## src/rtl/break_count_scheduler_if.sv

```systemverilog
// Fetch-side and cluster-side signals of the break-count scheduler.
// The master modport is the scheduler; the slave side is the fetch unit plus cluster.
interface break_count_scheduler_if #(
  parameter int CLUSTER_SIZE = 20,
  parameter int NSAT         = 3,
  parameter int REDUCE       = 1,
  parameter int MAX_CLAUSES  = 1024
);
  localparam int W     = NSAT - REDUCE;
  localparam int CNT_W = $clog2(MAX_CLAUSES + 1);

  logic                      fetch_req_o;
  logic [CNT_W-1:0]          fetch_idx_o;
  logic                      fetch_valid_i;
  logic [W*CLUSTER_SIZE-1:0] fetch_val_i;
  logic [W*CLUSTER_SIZE-1:0] fetch_neg_i;
  logic [W*CLUSTER_SIZE-1:0] ce_val_o;
  logic [W*CLUSTER_SIZE-1:0] ce_neg_o;
  logic [CLUSTER_SIZE-1:0]   ce_break_i;

  modport master (
    output fetch_req_o, fetch_idx_o, ce_val_o, ce_neg_o,
    input  fetch_valid_i, fetch_val_i, fetch_neg_i, ce_break_i
  );

  modport slave (
    input  fetch_req_o, fetch_idx_o, ce_val_o, ce_neg_o,
    output fetch_valid_i, fetch_val_i, fetch_neg_i, ce_break_i
  );
endinterface

```

## src/rtl/break_count_scheduler.sv

```systemverilog
// Walks one variable's occurrence list through the clause evaluator cluster in
// CLUSTER_SIZE batches and totals the lanes that report a break.
//
// state  | meaning
// IDLE   | waiting for start_i
// RUN    | requesting / accepting occurrence-list batches
// DRAIN  | all batches issued, waiting for cluster results to retire
// DONE   | one-cycle done_o pulse, break_count_o just updated
module break_count_scheduler #(
  parameter int CLUSTER_SIZE = 20,
  parameter int NSAT         = 3,
  parameter int REDUCE       = 1,
  parameter int CE_LATENCY   = 1,
  parameter int MAX_CLAUSES  = 1024,
  parameter int CNT_W        = $clog2(MAX_CLAUSES + 1)
) (
  input  logic                     clk_i,
  input  logic                     reset_i,
  input  logic                     start_i,
  input  logic [CNT_W-1:0]         num_clauses_i,
  input  logic                     abort_i,
  output logic                     busy_o,
  output logic                     done_o,
  output logic [CNT_W-1:0]         break_count_o,
  break_count_scheduler_if.master  bus
);
  localparam int W = NSAT - REDUCE;

  localparam logic [1:0] S_IDLE  = 2'd0;
  localparam logic [1:0] S_RUN   = 2'd1;
  localparam logic [1:0] S_DRAIN = 2'd2;
  localparam logic [1:0] S_DONE  = 2'd3;

  localparam logic [CNT_W-1:0] CS_C  = CNT_W'(CLUSTER_SIZE);
  localparam logic [CNT_W-1:0] MAX_C = CNT_W'(MAX_CLAUSES);

  logic [1:0]                state;
  logic [CNT_W-1:0]          remaining;
  logic [CNT_W-1:0]          fetch_idx;
  logic [CNT_W-1:0]          acc;
  logic [CNT_W-1:0]          acc_nx;
  logic [CNT_W-1:0]          contrib;
  logic [CNT_W-1:0]          take;
  logic [CNT_W-1:0]          start_n;
  logic [CNT_W-1:0]          break_count;
  logic [CLUSTER_SIZE-1:0]   lane_mask;
  logic [W*CLUSTER_SIZE-1:0] lane_bits;
  logic [W*CLUSTER_SIZE-1:0] ce_val;
  logic [W*CLUSTER_SIZE-1:0] ce_neg;
  logic [CLUSTER_SIZE-1:0]   mask_pipe [CE_LATENCY+1];
  logic [CE_LATENCY:0]       tag_pipe;
  logic                      fetch_req;
  logic                      accept;
  logic                      last_batch;
  logic                      early_busy;

  function automatic logic [CNT_W-1:0] popcount(input logic [CLUSTER_SIZE-1:0] v);
    logic [CNT_W-1:0] s;
    s = '0;
    for (int i = 0; i < CLUSTER_SIZE; i++) s = s + CNT_W'(v[i]);
    return s;
  endfunction

  always_comb begin
    fetch_req  = (state == S_RUN);
    // abort wins over a coincident accept so an aborted run never issues a new batch
    accept     = fetch_req & bus.fetch_valid_i & ~abort_i;
    take       = (remaining > CS_C) ? CS_C : remaining;
    last_batch = (remaining <= CS_C);
    start_n    = (num_clauses_i > MAX_C) ? MAX_C : num_clauses_i;

    lane_mask = '0;
    lane_bits = '0;
    for (int i = 0; i < CLUSTER_SIZE; i++) begin
      lane_mask[i]         = (CNT_W'(i) < take);
      lane_bits[i*W +: W]  = {W{lane_mask[i]}};
    end

    // results still in flight other than the one retiring this cycle
    early_busy = 1'b0;
    for (int j = 0; j < CE_LATENCY; j++) early_busy = early_busy | tag_pipe[j];

    contrib = tag_pipe[CE_LATENCY] ? popcount(bus.ce_break_i & mask_pipe[CE_LATENCY]) : '0;
    acc_nx  = acc + contrib;
  end

  always_ff @(posedge clk_i) begin
    if (reset_i) begin
      state       <= S_IDLE;
      remaining   <= '0;
      fetch_idx   <= '0;
      acc         <= '0;
      break_count <= '0;
      ce_val      <= '0;
      ce_neg      <= '0;
      tag_pipe    <= '0;
      for (int j = 0; j <= CE_LATENCY; j++) mask_pipe[j] <= '0;
    end else begin
      tag_pipe[0]  <= accept;
      mask_pipe[0] <= lane_mask;
      for (int j = 1; j <= CE_LATENCY; j++) begin
        tag_pipe[j]  <= tag_pipe[j-1];
        mask_pipe[j] <= mask_pipe[j-1];
      end
      acc <= acc_nx;

      case (state)
        S_IDLE: begin
          if (start_i) begin
            remaining <= start_n;
            fetch_idx <= '0;
            acc       <= '0;
            state     <= (start_n == '0) ? S_DRAIN : S_RUN;
          end
        end
        S_RUN: begin
          if (abort_i) begin
            state    <= S_IDLE;
            tag_pipe <= '0;
          end else if (accept) begin
            ce_val    <= bus.fetch_val_i & lane_bits;
            ce_neg    <= bus.fetch_neg_i & lane_bits;
            remaining <= remaining - take;
            fetch_idx <= fetch_idx + CS_C;
            if (last_batch) state <= S_DRAIN;
          end
        end
        S_DRAIN: begin
          if (abort_i) begin
            state    <= S_IDLE;
            tag_pipe <= '0;
          end else if (!early_busy) begin
            state       <= S_DONE;
            break_count <= acc_nx;
          end
        end
        default: state <= S_IDLE;
      endcase
    end
  end

  assign busy_o          = (state != S_IDLE);
  assign done_o          = (state == S_DONE);
  assign break_count_o   = break_count;
  assign bus.fetch_req_o = fetch_req;
  assign bus.fetch_idx_o = fetch_idx;
  assign bus.ce_val_o    = ce_val;
  assign bus.ce_neg_o    = ce_neg;
endmodule

```

## src/flat_wrapper.sv

```systemverilog
// flat-port wrapper written by rule: the top's interface ports become plain ports
module break_count_scheduler_flat 
#(
  parameter int CLUSTER_SIZE = 20,
  parameter int NSAT         = 3,
  parameter int REDUCE       = 1,
  parameter int CE_LATENCY   = 1,
  parameter int MAX_CLAUSES  = 1024,
  parameter int CNT_W        = $clog2(MAX_CLAUSES + 1)
)
  (clk_i, reset_i, start_i, num_clauses_i, abort_i, busy_o, done_o, break_count_o, bus_fetch_req_o, bus_fetch_idx_o, bus_ce_val_o, bus_ce_neg_o, bus_fetch_valid_i, bus_fetch_val_i, bus_fetch_neg_i, bus_ce_break_i);
  break_count_scheduler_if #(.CLUSTER_SIZE(CLUSTER_SIZE), .NSAT(NSAT), .REDUCE(REDUCE), .MAX_CLAUSES(MAX_CLAUSES)) bus_i ();
  input  logic clk_i;
  input  logic reset_i;
  input  logic start_i;
  input  logic [CNT_W-1:0] num_clauses_i;
  input  logic abort_i;
  output logic busy_o;
  output logic done_o;
  output logic [CNT_W-1:0] break_count_o;
  output wire logic [$bits(bus_i.fetch_req_o)-1:0] bus_fetch_req_o;
  output wire logic [$bits(bus_i.fetch_idx_o)-1:0] bus_fetch_idx_o;
  output wire logic [$bits(bus_i.ce_val_o)-1:0] bus_ce_val_o;
  output wire logic [$bits(bus_i.ce_neg_o)-1:0] bus_ce_neg_o;
  input wire logic [$bits(bus_i.fetch_valid_i)-1:0] bus_fetch_valid_i;
  input wire logic [$bits(bus_i.fetch_val_i)-1:0] bus_fetch_val_i;
  input wire logic [$bits(bus_i.fetch_neg_i)-1:0] bus_fetch_neg_i;
  input wire logic [$bits(bus_i.ce_break_i)-1:0] bus_ce_break_i;
  assign bus_fetch_req_o = bus_i.fetch_req_o;
  assign bus_fetch_idx_o = bus_i.fetch_idx_o;
  assign bus_ce_val_o = bus_i.ce_val_o;
  assign bus_ce_neg_o = bus_i.ce_neg_o;
  assign bus_i.fetch_valid_i = bus_fetch_valid_i;
  assign bus_i.fetch_val_i = bus_fetch_val_i;
  assign bus_i.fetch_neg_i = bus_fetch_neg_i;
  assign bus_i.ce_break_i = bus_ce_break_i;
  break_count_scheduler #(.CLUSTER_SIZE(CLUSTER_SIZE), .NSAT(NSAT), .REDUCE(REDUCE), .CE_LATENCY(CE_LATENCY), .MAX_CLAUSES(MAX_CLAUSES), .CNT_W(CNT_W)) u_core (.clk_i(clk_i), .reset_i(reset_i), .start_i(start_i), .num_clauses_i(num_clauses_i), .abort_i(abort_i), .busy_o(busy_o), .done_o(done_o), .break_count_o(break_count_o), .bus(bus_i));
endmodule
```

## config.mk

```make
export PLATFORM = sky130hd
export DESIGN_NAME = break_count_scheduler_flat
export DESIGN_NICKNAME = d
export VERILOG_FILES = /design/src/rtl/break_count_scheduler_if.sv /design/src/rtl/break_count_scheduler.sv /design/src/flat_wrapper.sv
export SDC_FILE = /design/constraint.sdc
export NUM_CORES = 1
export LEC_CHECK = 0
export ABC_AREA = 0
export CAP_MARGIN = 10
export CORE_MARGIN = 2
export CORE_UTILIZATION = 30
export CTS_CLUSTER_SIZE = 30
export DETAILED_ROUTE_END_ITERATION = 8
export PLACE_DENSITY = 0.63
export SKIP_LAST_GASP = 1
export SLEW_MARGIN = 20
export SYNTH_ARGS = -nofsm -noshare
export SYNTH_HDL_FRONTEND = slang
export SYNTH_SLANG_ARGS = --single-unit
```

## constraint.sdc

```tcl
create_clock -name clk_i -period 7.6 [get_ports clk_i]
set_clock_uncertainty 0.05 [all_clocks]
set_input_delay 0.76 -clock clk_i [delete_from_list [all_inputs] [get_ports clk_i]]
set_output_delay 0.76 -clock clk_i [all_outputs]
set_load 0.05 [all_outputs]
```

==> run metrics <==
status=complete, no violations; relative slew slack=37.4%; GRT Total Usage=16.8%; sw frac=36.5%; Max Slew Vio Count=0; CTS tree=done; adder-cell share of the synthesized area=7.32%; clk slew on worst S/H paths=0.07 ns; DRC=0; first-pass GRT wire length=32.8 mm; DP Worst Slack=0.550 ns; grt ovf=0; RSZ-0062 raised after global routing=false; HPWL after DPL=15.2 mm; FF-to-FF Start=u_core.mask_pipe[0][20]$_SDFF_PP0_; Core Box Area=23300 sq um; most frequent cells in the layout=clkdlybuf4s50_1 (217), dfxtp_1 (166), nor2_1 (103); DIE AREA=24800 sq um; row count=56; final period utilization=87.2%; CP top delay family=adder cells; PnR worst setup slack=0.970 ns; share of layout cells above drive strength 1=5.48%; Seq cells post-synth=166; synthesized area=7080 sq um; fin nets=1122; slowest cell on the critical path=fa_1; most common cell after layout, fill and taps aside=clkdlybuf4s50_1; post-synthesis cell type count=68; CTS max path bufs=2; Synth Area in XOR/XNOR=1.36%; area share of and/or/nand/nor cells after synthesis=20.6%; largest net degree at the start of global routing=86; compound-gate portion of the synthesized area=18.9%; crit end category=flop; final core utilization=43.1%; Worst Setup Start Kind=input port; FFs w/ async S/R, synth=0%; H-tree levels=4; Seq/Total Area, Yosys=46.9%; vias=6213; I/O Buffers=218; PD cells=273 nW/um^2; GPL Wtd Cong=0.839; synth-to-layout area growth=41.9%; count of final setup violators=0; WP data required=7.88 ns; DRT iter0 DRCs=312; Max FO, Critical Path=5; post-synthesis mux area share=0.424%; Hold Path End=u_core.mask_pipe[0][32]$_SDFF_PP0_; setup_tns=0 ns; Comb pwr share=31.8%; Crit path largest cell delay=0.55 ns; largest family of logic cells by synthesized area=simple AND/OR/NAND/NOR gates; Hold Crit Start=u_core.mask_pipe[0][12]$_SDFF_PP0_; Switch Pwr=1.00 mW; Final min period=6.63 ns; reg2reg end=u_core.break_count_o[7]$_SDFFE_PP0P_; number of global-route vias before repair=6177; Ports=221; reg2reg path depth=20; most common flop cell mapped by yosys=dfxtp_1; Hold Buf Count CTS=0; crit path buf inv count=5; register share of total power=38.4%; worst-path cell chain=clkdlybuf4s50_1, and2_1, ha_1, inv_1, fa_1, fa_1, inv_1, fa_1, fa_1, fa_1, inv_1, fa_1, fa_1, nand2b_1, inv_1, ha_1, a211oi_1, nor2_1, o311ai_0, xor2_1, a211oi_1; Final Hold Viols=0; Vias/cell=4.76; Synth Warn #=0; root buf cell=clkbuf_16; Worst-Margin Slew=0.929 ns; n_diodes=0; effective utilization at floorplan=30.3%; Worst-Skew Late Latency=0.41 ns; post-CTS setup buffers=0; hold depth=1; Clk pwr share=29.8%; final WL=21.0 mm; post-CTS resize count=0; chip height=158 um; crit path DAT=6.91 ns; peak supply drop=0.169 mV; Top cell by count, worst path=fa_1; CTS buffer count=17; Synth Instances=780; Chip Width=158 um; Routed Antenna Nets=0; Synth Area per Inst=9.08 sq um; Post-synth EDFFs=0; Max Cap Viol=0; antenna violations before repair=0; hold_ws=0.389 ns; WS Path Type=input port to flop; register-to-register path setup slack=1.42 ns; DR pass1 iterations=5; WL/cell=16.1 um; Achievable Freq=0.151 GHz; Leakage=3.70 nW; cell-internal power=1.74 mW; # clock sinks=166; total chip power=2.74 mW; HP Class=flop to flop
-- how the worst max path moves through the flow --
stage | slack, ns | cells past startpoint | from | endpoint
2_1_floorplan | 1.23 | 20 | bus_ce_break_i[0] | u_core.break_count_o[7]$_SDFFE_PP0P_
3_3_place_gp | 0.56 | 21 | bus_ce_break_i[0] | u_core.break_count_o[7]$_SDFFE_PP0P_
3_5_place_dp | 0.55 | 21 | bus_ce_break_i[0] | u_core.break_count_o[7]$_SDFFE_PP0P_
4_1_cts | 0.94 | 21 | bus_ce_break_i[0] | u_core.break_count_o[7]$_SDFFE_PP0P_
5_1_grt | 0.59 | 21 | bus_ce_break_i[1] | u_core.break_count_o[7]$_SDFFE_PP0P_
6_report | 0.97 | 21 | bus_ce_break_i[0] | u_core.break_count_o[7]$_SDFFE_PP0P_
-- stage by stage --
stage / area, sq um / cells
2_1_floorplan: 7080 / 781
6_report: 10000 / 1305
3_5_place_dp: 9490 / 1273
3_3_place_gp: 9490 / 1273
4_1_cts: 10000 / 1305
5_1_grt: 10000 / 1305
-- cells in the mapped netlist (all sizes together), types with 3 or more instances --
| cell type | number | area (sq um) |
|---|---|---|
| a21oi | 56 | 284 |
| nand2 | 57 | 214 |
| fa | 14 | 280 |
| a2111oi | 3 | 45.0 |
| a21o | 4 | 30.0 |
| a22oi | 45 | 338 |
| o21a | 7 | 52.6 |
| nand3 | 35 | 175 |
| clkbuf | 35 | 133 |
| nand2b | 7 | 43.8 |
| nand4b | 4 | 35.0 |
| nor3b | 3 | 22.5 |
| nor3 | 8 | 45.0 |
| o211ai | 5 | 37.5 |
| or3 | 10 | 62.6 |
| a22o | 12 | 105 |
| a211oi | 10 | 75.1 |
| nor4 | 6 | 37.5 |
| buf | 13 | 66.3 |
| ha | 19 | 238 |
| o21ai | 20 | 111 |
| xor2 | 8 | 70.1 |
| and2 | 14 | 87.6 |
| inv | 28 | 105 |
| xnor2 | 3 | 26.3 |
| nor2 | 105 | 404 |
| a31oi | 3 | 18.8 |
| or2 | 5 | 31.3 |
| o311ai | 3 | 26.3 |
| a32oi | 4 | 35.0 |
| nor2b | 29 | 181 |
| or4 | 4 | 33.8 |
| dfxtp | 166 | 3320 |
| mux2i | 3 | 30.0 |
-- worst reg2reg max path: stages, from the launching register on --
cell	delay (ns)
dfxtp_1	0.32
and2_1	0.14
ha_1	0.27
inv_1	0.05
fa_1	0.50
fa_1	0.54
inv_1	0.06
fa_1	0.50
fa_1	0.53
fa_1	0.55
inv_1	0.05
fa_1	0.44
fa_1	0.48
nand2b_1	0.15
inv_1	0.06
ha_1	0.28
a211oi_1	0.23
nor2_1	0.13
o311ai_0	0.37
xor2_1	0.15
a211oi_1	0.25
-- layer usage --
layer	vias up	part of all wire [%]	track usage (%)
met3	25	7.1	5.53
li1	3111	-	-
met4	0	1.6	5.19
met5	-	0	0
met1	2863	45	21.3
met2	214	46	27.2
-- state kept, by name, summed over array words and instances (netlist names) --
register / flops
u_core.tag_pipe: 2
u_core.bus.ce_val_o: 40
u_core.break_count_o: 11
u_core.bus.fetch_idx_o: 9
u_core.bus.ce_neg_o: 40
u_core.acc: 11
u_core.state: 2
u_core.remaining: 11
u_core.mask_pipe: 40
-- area by class of cell --
cell class / count / area [sq um]
multi-input combinational: 539 / 3460
clock inverter: 14 / 116
fill: 2317 / 13300
tap: 319 / 399
inverter: 28 / 105
timing repair buffer: 221 / 2200
sequential: 166 / 3320
clock buffer: 18 / 439
-- cells by family after synthesis --
logic type / count (synthesis)
adders and majority gates: 33
muxes: 3
AOI/OAI and AO/OA: 191
DFF: 166
other: 2
buffers and inverters: 76
and+or+nand+nor: 298
xor gates and xnor gates: 11
-- power by group through the flow --
stage	Combinational [mW]	Clock (mW)	Sequential [mW]
finish	0.873	0.819	1.05
global route	0.960	0.883	1.07
CTS	0.876	0.852	1.05
detailed placement	0.872	0	1.07
global placement	0.870	0	1.07
floorplan	0.547	0	1.11
(Power assumes the default switching activity.)
